<file path="src/rtl/fb_rect_fill.sv">
`timescale 1ns/1ps
`default_nettype none
// ============================================================================
// Module      : fb_rect_fill
// Description : Solid rectangle fill engine; clips to the framebuffer and
//               streams one registered pixel write per cycle in row-major order.
// Revision    : 1.0 - initial release
// ============================================================================
module fb_rect_fill #(
    parameter int H_RES = 640,
    parameter int V_RES = 480
) (
    input  logic        clk,
    input  logic        rstn,
    input  logic        cmd_valid,
    output logic        cmd_ready,
    input  logic [9:0]  cmd_x,
    input  logic [9:0]  cmd_y,
    input  logic [10:0] cmd_w,
    input  logic [9:0]  cmd_h,
    input  logic [15:0] cmd_color,
    input  logic        abort,
    output logic [18:0] w_addr,
    output logic [15:0] w_data,
    output logic        we,
    output logic        busy,
    output logic        done
);

    localparam logic [1:0]  S_IDLE     = 2'd0;
    localparam logic [1:0]  S_FILL     = 2'd1;
    localparam logic [1:0]  S_DONE     = 2'd2;
    localparam logic [11:0] c_H_RES    = 12'(H_RES);
    localparam logic [11:0] c_V_RES    = 12'(V_RES);
    localparam logic [18:0] c_ROW_STEP = 19'(H_RES);

    logic [1:0]  state_q, state_d;
    logic        rdy_q;
    logic [11:0] w_q, h_q, col_q, row_q;
    logic [18:0] row_start_q;
    logic [18:0] addr_q;
    logic [15:0] data_q;
    logic        we_q;

    logic [11:0] x_ext, y_ext, room_x, room_y, eff_w, eff_h;
    logic [18:0] first_addr;
    logic        empty, accept, last_px, row_end;

    // Widened operands keep the clip subtraction and compares overflow-free.
    assign x_ext  = {2'b00, cmd_x};
    assign y_ext  = {2'b00, cmd_y};
    assign room_x = c_H_RES - x_ext;
    assign room_y = c_V_RES - y_ext;
    assign eff_w  = ({1'b0, cmd_w} < room_x) ? {1'b0, cmd_w} : room_x;
    assign eff_h  = ({2'b00, cmd_h} < room_y) ? {2'b00, cmd_h} : room_y;
    assign empty  = (x_ext >= c_H_RES) || (y_ext >= c_V_RES) ||
                    (cmd_w == 11'd0) || (cmd_h == 10'd0);
    assign accept = cmd_valid && cmd_ready;

    // Constant multiply happens once per command; rows then step by H_RES.
    assign first_addr = (19'(cmd_y) * c_ROW_STEP) + 19'(cmd_x);

    assign row_end = (col_q == (w_q - 12'd1));
    assign last_px = row_end && (row_q == (h_q - 12'd1));

    always_ff @(posedge clk or negedge rstn) begin
        if (!rstn) begin
            state_q <= S_IDLE;
            rdy_q   <= 1'b0;
        end else begin
            state_q <= state_d;
            rdy_q   <= 1'b1;
        end
    end

    always_comb begin
        state_d = state_q;
        case (state_q)
            S_IDLE: begin
                if (accept) begin
                    state_d = empty ? S_DONE : S_FILL;
                end
            end
            S_FILL: begin
                if (abort || last_px) begin
                    state_d = S_DONE;
                end
            end
            S_DONE:  state_d = S_IDLE;
            default: state_d = S_IDLE;
        endcase
    end

    always_comb begin
        cmd_ready = (state_q == S_IDLE) && rdy_q;
        busy      = (state_q == S_FILL);
        done      = (state_q == S_DONE);
    end

    always_ff @(posedge clk or negedge rstn) begin
        if (!rstn) begin
            we_q        <= 1'b0;
            addr_q      <= 19'd0;
            data_q      <= 16'd0;
            w_q         <= 12'd0;
            h_q         <= 12'd0;
            col_q       <= 12'd0;
            row_q       <= 12'd0;
            row_start_q <= 19'd0;
        end else begin
            case (state_q)
                S_IDLE: begin
                    if (accept && !empty) begin
                        we_q        <= 1'b1;
                        addr_q      <= first_addr;
                        row_start_q <= first_addr;
                        data_q      <= cmd_color;
                        w_q         <= eff_w;
                        h_q         <= eff_h;
                        col_q       <= 12'd0;
                        row_q       <= 12'd0;
                    end
                end
                S_FILL: begin
                    if (abort || last_px) begin
                        we_q <= 1'b0;
                    end else if (row_end) begin
                        col_q       <= 12'd0;
                        row_q       <= row_q + 12'd1;
                        row_start_q <= row_start_q + c_ROW_STEP;
                        addr_q      <= row_start_q + c_ROW_STEP;
                    end else begin
                        col_q  <= col_q + 12'd1;
                        addr_q <= addr_q + 19'd1;
                    end
                end
                default: we_q <= 1'b0;
            endcase
        end
    end

    assign w_addr = addr_q;
    assign w_data = data_q;
    assign we     = we_q;

endmodule
`default_nettype wire

</file>
<file path="config.mk">
export PLATFORM = sky130hd
export DESIGN_NAME = fb_rect_fill
export DESIGN_NICKNAME = d
export VERILOG_FILES = /design/src/rtl/fb_rect_fill.sv
export SDC_FILE = /design/constraint.sdc
export NUM_CORES = 1
export LEC_CHECK = 0
export BUFFER_PORTS_ARGS = -buffer_cell sky130_fd_sc_hd__buf_4
export CELL_PAD_IN_SITES_DETAIL_PLACEMENT = 1
export CELL_PAD_IN_SITES_GLOBAL_PLACEMENT = 1
export CORE_UTILIZATION = 44
export DETAILED_ROUTE_END_ITERATION = 8
export GPL_TIMING_DRIVEN = 0
export PLACE_DENSITY_LB_ADDON = 0.1
export SLEW_MARGIN = 20
export SYNTH_ARGS = -nofsm -noshare
export SYNTH_HDL_FRONTEND = slang
export SYNTH_SLANG_ARGS = --single-unit
</file>
<file path="constraint.sdc">
create_clock -name clk -period 4.2 [get_ports clk]
set_input_delay 0.63 -clock clk [delete_from_list [all_inputs] [get_ports clk]]
set_output_delay 0.63 -clock clk [all_outputs]
set_load 0.01 [all_outputs]
</file>
**After elaboration in Yosys (flattened, before gate mapping)**

Index checks and enable logic that the tools add are counted.

- Output and inout port bits: 39
- Memory bits (read-only): 0
- Register bits after elaboration: 106
- Latch bits: 0
- Memories: 0
- Bits of input ports: 61
- Memory bits (writable): 0

- Div/mod/pow operators: 0
- Bitwise operators: 0
- Shift operators: 0
- Eq/ne operators: 9
- Add/sub/neg operators: 9
- Muxes and demuxes: 23
- Reduce and logical (&&, ||, !) cells: 18
- Magnitude comparators: 4
- $mul: 1

Operators with widths:

| operator | count |
|---|---|
| 19-bit 2-to-1 mux | 5 |
| 12-bit 2-to-1 mux | 7 |
| 19-bit one-hot mux with 2 select lines | 2 |
| 12-bit one-hot mux with 2 select lines | 2 |
| 12-bit by 1-bit adder with 12-bit output (second input constant) | 2 |
| 12-bit equality test | 2 |
| 12-bit by 1-bit subtractor with 12-bit output (second input constant) | 2 |
| 19-bit by 1-bit adder with 19-bit output (second input constant) | 1 |
| 19-bit by 10-bit adder with 19-bit output | 1 |
| 19-bit by 10-bit adder with 19-bit output (second input constant) | 1 |
| 10-bit by 12-bit less-than comparator with 1-bit output | 1 |
| 11-bit by 12-bit less-than comparator with 1-bit output | 1 |
| 10-bit by 3-bit multiplier with 12-bit output (second input constant) | 1 |
| 11-bit zero test | 1 |
| 10-bit by 10-bit subtractor with 11-bit output (first input constant) | 1 |
| 9-bit by 10-bit subtractor with 11-bit output (first input constant) | 1 |
| 10-bit greater-or-equal comparator (second input constant) | 1 |
| 10-bit by 9-bit greater-or-equal comparator with 1-bit output (second input constant) | 1 |
| 10-bit zero test | 1 |
| 2-bit 2-to-1 mux | 3 |
| 2-bit by 1-bit inequality test with 1-bit output (second input constant) | 3 |
| 2-bit AND reduction | 3 |
| 1-bit logical AND | 4 |
| 1-bit logical OR | 4 |
| 11 further kinds | 13 |

**Depth between registers and ports, before layout**

- Word-level depth: 8
- Gate-level depth with buffers: 14

**Least setup slack after synthesis**

OpenSTA, ideal clock, no wires.

- Path kind: register to register
- From: register w_q[0]
- To: register row_q[4]
- Slack: 549 ps
- Cell stages (with the launch flop): 14
- Library setup time: 133 ps
- Arrival: 3517 ps
- Clock period less this slack: 3651 ps
- Cells stage by stage: dfrtp_1 > inv_1 > ha_1 > or4b_4 > or4_1 > o311ai_1 > nor2_2 > or4_1 > buf_2 > a221o_2 > buf_6 > buf_2 > o31ai_1 > a21oi_1

- Word-level cells in the longest chain between the ends: 6

Ends and longest elaborated chain:

| what | line | source |
|---|---|---|
| from (decl) | 39 | `logic [11:0] w_q, h_q, col_q, row_q;` |
| from (signal assigned) | 118 | `w_q <= eff_w;` |
| 12-bit by 1-bit subtractor with 12-bit output * | 63 | `assign row_end = (col_q == (w_q - 12'd1));` |
| 12-bit equality test * | 63 |  |
| 1-bit logical AND | 64 | `assign last_px = row_end && (row_q == (h_q - 12'd1));` |
| 1-bit logical OR | 125 | `if (abort \|\| last_px) begin` |
| 2-bit inequality test (no line) | - |  |
| 4-bit AND reduction (no line) * | - |  |
| to (signal assigned) | 129 | `row_q <= row_q + 12'd1;` |
| to (decl) | 39 |  |

Every way passes the cells marked *; elsewhere a longest branch is shown, timed or not.
A chain may end at the register's enable or synchronous reset.

**Worst setup path after layout**

Same ends and word-level chain as after synthesis.

==> reports/summary.txt <==
Root Buffer -> clkbuf_16
total placed instance area -> 0.00872 mm^2
maxcap violations -> 0
die width -> 134 um
initial antenna violation count -> 0
overall power -> 4.11 mW
f_max -> 245 MHz
Netlist cell types -> 75
first-pass GRT wire length -> 41.4 mm
Pins Over Slew Limit -> 0
clock latency on the worst-skew pair -> 350 ps
CP Cell Sequence -> inv_1, ha_4, or4b_4, or4_1, o311ai_1, nor2_2, or4_1, buf_2, a221o_2, buf_6, buf_2, o31ai_1, a21oi_1
post-route cell area -> 0.00909 mm^2
Crit path required time -> 4420 ps
routability cong. -> 0.866
PwrDens -> 452 mW/mm^2
relative slew slack -> 43.8%
Netlist Area Pre-Place -> 0.00769 mm^2
final WL -> 25.3 mm
outcome -> finished clean
slowest cell on the critical path -> or4_1
Area Overhead vs Synth -> 18.1%
reg2reg path depth -> 13
Tmin final -> 4080 ps
Leakage -> 4.02 nW
most common cell after layout, fill and taps aside -> nand2_1
CTS tree -> done
RSZ-0062 raised after global routing -> false
number of buffers created by CTS -> 9
vias in the first global route -> 7768
Syn Nets -> 1034
IO buf count -> 99
antenna cells -> 0
initial DRC count -> 483
CP startpoint -> w_q[0]
buffer depth of the longest clock path -> 2
wire per inst -> 20.0 um
Core ar. -> 0.0168 mm^2
Max IR drop VDD -> 0.255 mV
Worst EP arrival -> 4300 ps
Clock Sinks -> 105
Fillers -> 2078
Finished Layout Cells -> 1262
Global Route Usage Sum -> 29.5%
row count -> 47
die area -> 0.0180 mm^2
Seq/Total Area, Yosys -> 34.2%
Fin Clk Skew -> 6.97 ps
Die Y-Extent -> 134 um
worst flop-to-flop path startpoint -> w_q[0]
Async SR Flop Fraction -> 100%
largest net degree at the start of global routing -> 106
Hold Crit Class -> primary input to asynchronous set/reset pin
Crit Path Max Fanout -> 10
H-tree depth -> 3
Synth Instances -> 926
Worst-path clk slew -> 80 ps
flip-flop and latch count after synthesis -> 105
Residual DRC -> 0
vias after detailed routing -> 7583
placed cells -> 1245
share of cells above drive strength 1 -> 15.1%
I/O pins -> 100
Final ANT Viol Nets -> 0
Worst Setup Start Kind -> flop
crit path kind -> flop to flop
number of synthesized flops with an enable pin -> 0
vias per cell -> 6.01
top_reg_cell synth -> dfrtp_1
setup slack, reg-to-reg -> 120 ps
final hold violations -> 0
1st-pass router iterations -> 5
Ys Warns -> 0
Hold Slack -> 249 ps
final setup vio count -> 0
Worst Setup End Kind -> flop
worst slew pin tran -> 834 ps
HPWL Detailed -> 19.1 mm
Avg Cell Area, Syn -> 8.31 um^2
most frequent cells in the layout -> 144 x nand2_1, 105 x dfrtp_1, 99 x buf_4, 75 x nor2_1, 54 x o21ai_0
starting density of the core -> 45.7%
nets@finish -> 1145
grt ovf -> 0
cts hold-fix bufs -> 0
period utilisation layout -> 97.1%
CP peak stage delay -> 540 ps
Setup crit end -> row_q[4]
R2R Path End -> row_q[4]
==> cells in the mapped netlist (4+ instances only) <==
cell	number	area, um^2
a211oi_1	7	52.6
a21o_1	14	105
a21oi_1	45	225
a22o_1	8	70.1
a31oi_1	40	250
and2_1	6	37.5
and3_1	10	62.6
buf_2	7	35.0
buf_6	4	45.0
clkbuf_1	31	116
dfrtp_1	105	2630
ha_1	45	563
inv_1	26	97.6
mux2_2	5	56.3
mux2i_1	8	80.1
nand2_1	144	541
nand2b_1	10	62.6
nand3_1	26	130
nand4_1	10	62.6
nor2_1	75	282
nor2b_1	8	50.1
nor3_1	22	110
nor4_1	7	43.8
o211ai_1	8	60.1
o21a_1	10	75.1
o21ai_0	55	275
o22a_1	5	43.8
o31ai_1	16	120
or2_2	9	56.3
or3_1	16	100
or4_1	19	143
xnor2_1	34	298
xor2_1	32	280
==> power breakdown <==
group | internal (mW) | switching (mW) | total (mW)
logic | 0.735 | 0.869 | 1.60
clock network | 0.483 | 0.417 | 0.900
registers | 1.28 | 0.324 | 1.61
==> how the worst min path moves through the flow <==
stage                  start         end  slack [ps]  depth (start not counted)
6_report                rstn    col_q[6]         250                          1
5_1_grt                 rstn    col_q[2]         290                          1
4_1_cts        cmd_color[12]  w_data[12]         450                          3
3_5_place_dp      w_data[10]  w_data[10]         460                          2
3_3_place_gp       w_data[4]   w_data[4]         460                          2
2_1_floorplan           rstn    col_q[0]         330                          0
==> area by class of cell <==
class | count | area, um^2 | share of cell area [%]
sequential | 105 | 2630 | 28.9
clock inverter | 5 | 62.6 | 0.688
multi-input combinational | 751 | 4790 | 52.7
tap | 220 | 275 | 3.03
timing repair buffer | 100 | 774 | 8.52
buffer | 44 | 220 | 2.42
inverter | 26 | 97.6 | 1.07
clock buffer | 11 | 243 | 2.67
==> kinds of logic after synthesis <==
logic type	share of synthesized area (%)
buffers and inverters	4.05
and+or+nand+nor	23.9
other	0.0487
AOI/OAI and AO/OA	20.7
muxes	1.77
xor gates and xnor gates	7.51
DFF	34.2
adders and majority gates	7.84
==> critical path, delay by kind of cell (launching register included) <==
kind / cells / cell delay [ps]
adder cells (fa/ha/maj): 1 / 180
AO/OA/AOI/OAI: 4 / 930
buffers and inverters: 4 / 720
flip-flops: 1 / 420
AND/OR/NAND/NOR: 4 / 1710
==> state kept, by name, summed over array words and instances, names as in the netlist <==
signal and flops:
col_q 12, h_q 11, rdy_q 1, row_q 12, row_start_q 19, state_q 2, w_addr 19, w_data 16
w_q 12, we 1
==> stage by stage <==
| step | TNS (ps) | setup slack [ps] | utilization, % |
|---|---|---|---|
| final | 0 | 121 | 54.0 |
| after global routing | 0 | 22.6 | 54.0 |
| after CTS | 0 | 50.4 | 53.7 |
| after detailed placement | -2130 | -256 | 51.8 |
| after global placement | -2290 | -285 | 51.8 |
| after floorplan | 0 | 549 | - |
==> per-layer routing <==
| metal | wire length (um) | vias to the layer above | GRT usage, % |
|---|---|---|---|
| met5 | 0 | - | 0 |
| met3 | 1280 | 30 | 5.63 |
| met1 | 11600 | 3783 | 39.5 |
| met4 | 408 | 0 | 6.80 |
| met2 | 11900 | 187 | 49.0 |
| li1 | - | 3583 | - |
==> timing repair <==
item,in CTS,in global routing
pin swaps,0,2
endpoints found under the setup margin,21,30
setup buffers,0,0
gates cloned,0,0
gates resized for setup,3,9
Note: power is estimated with default switching activity, not from simulation.
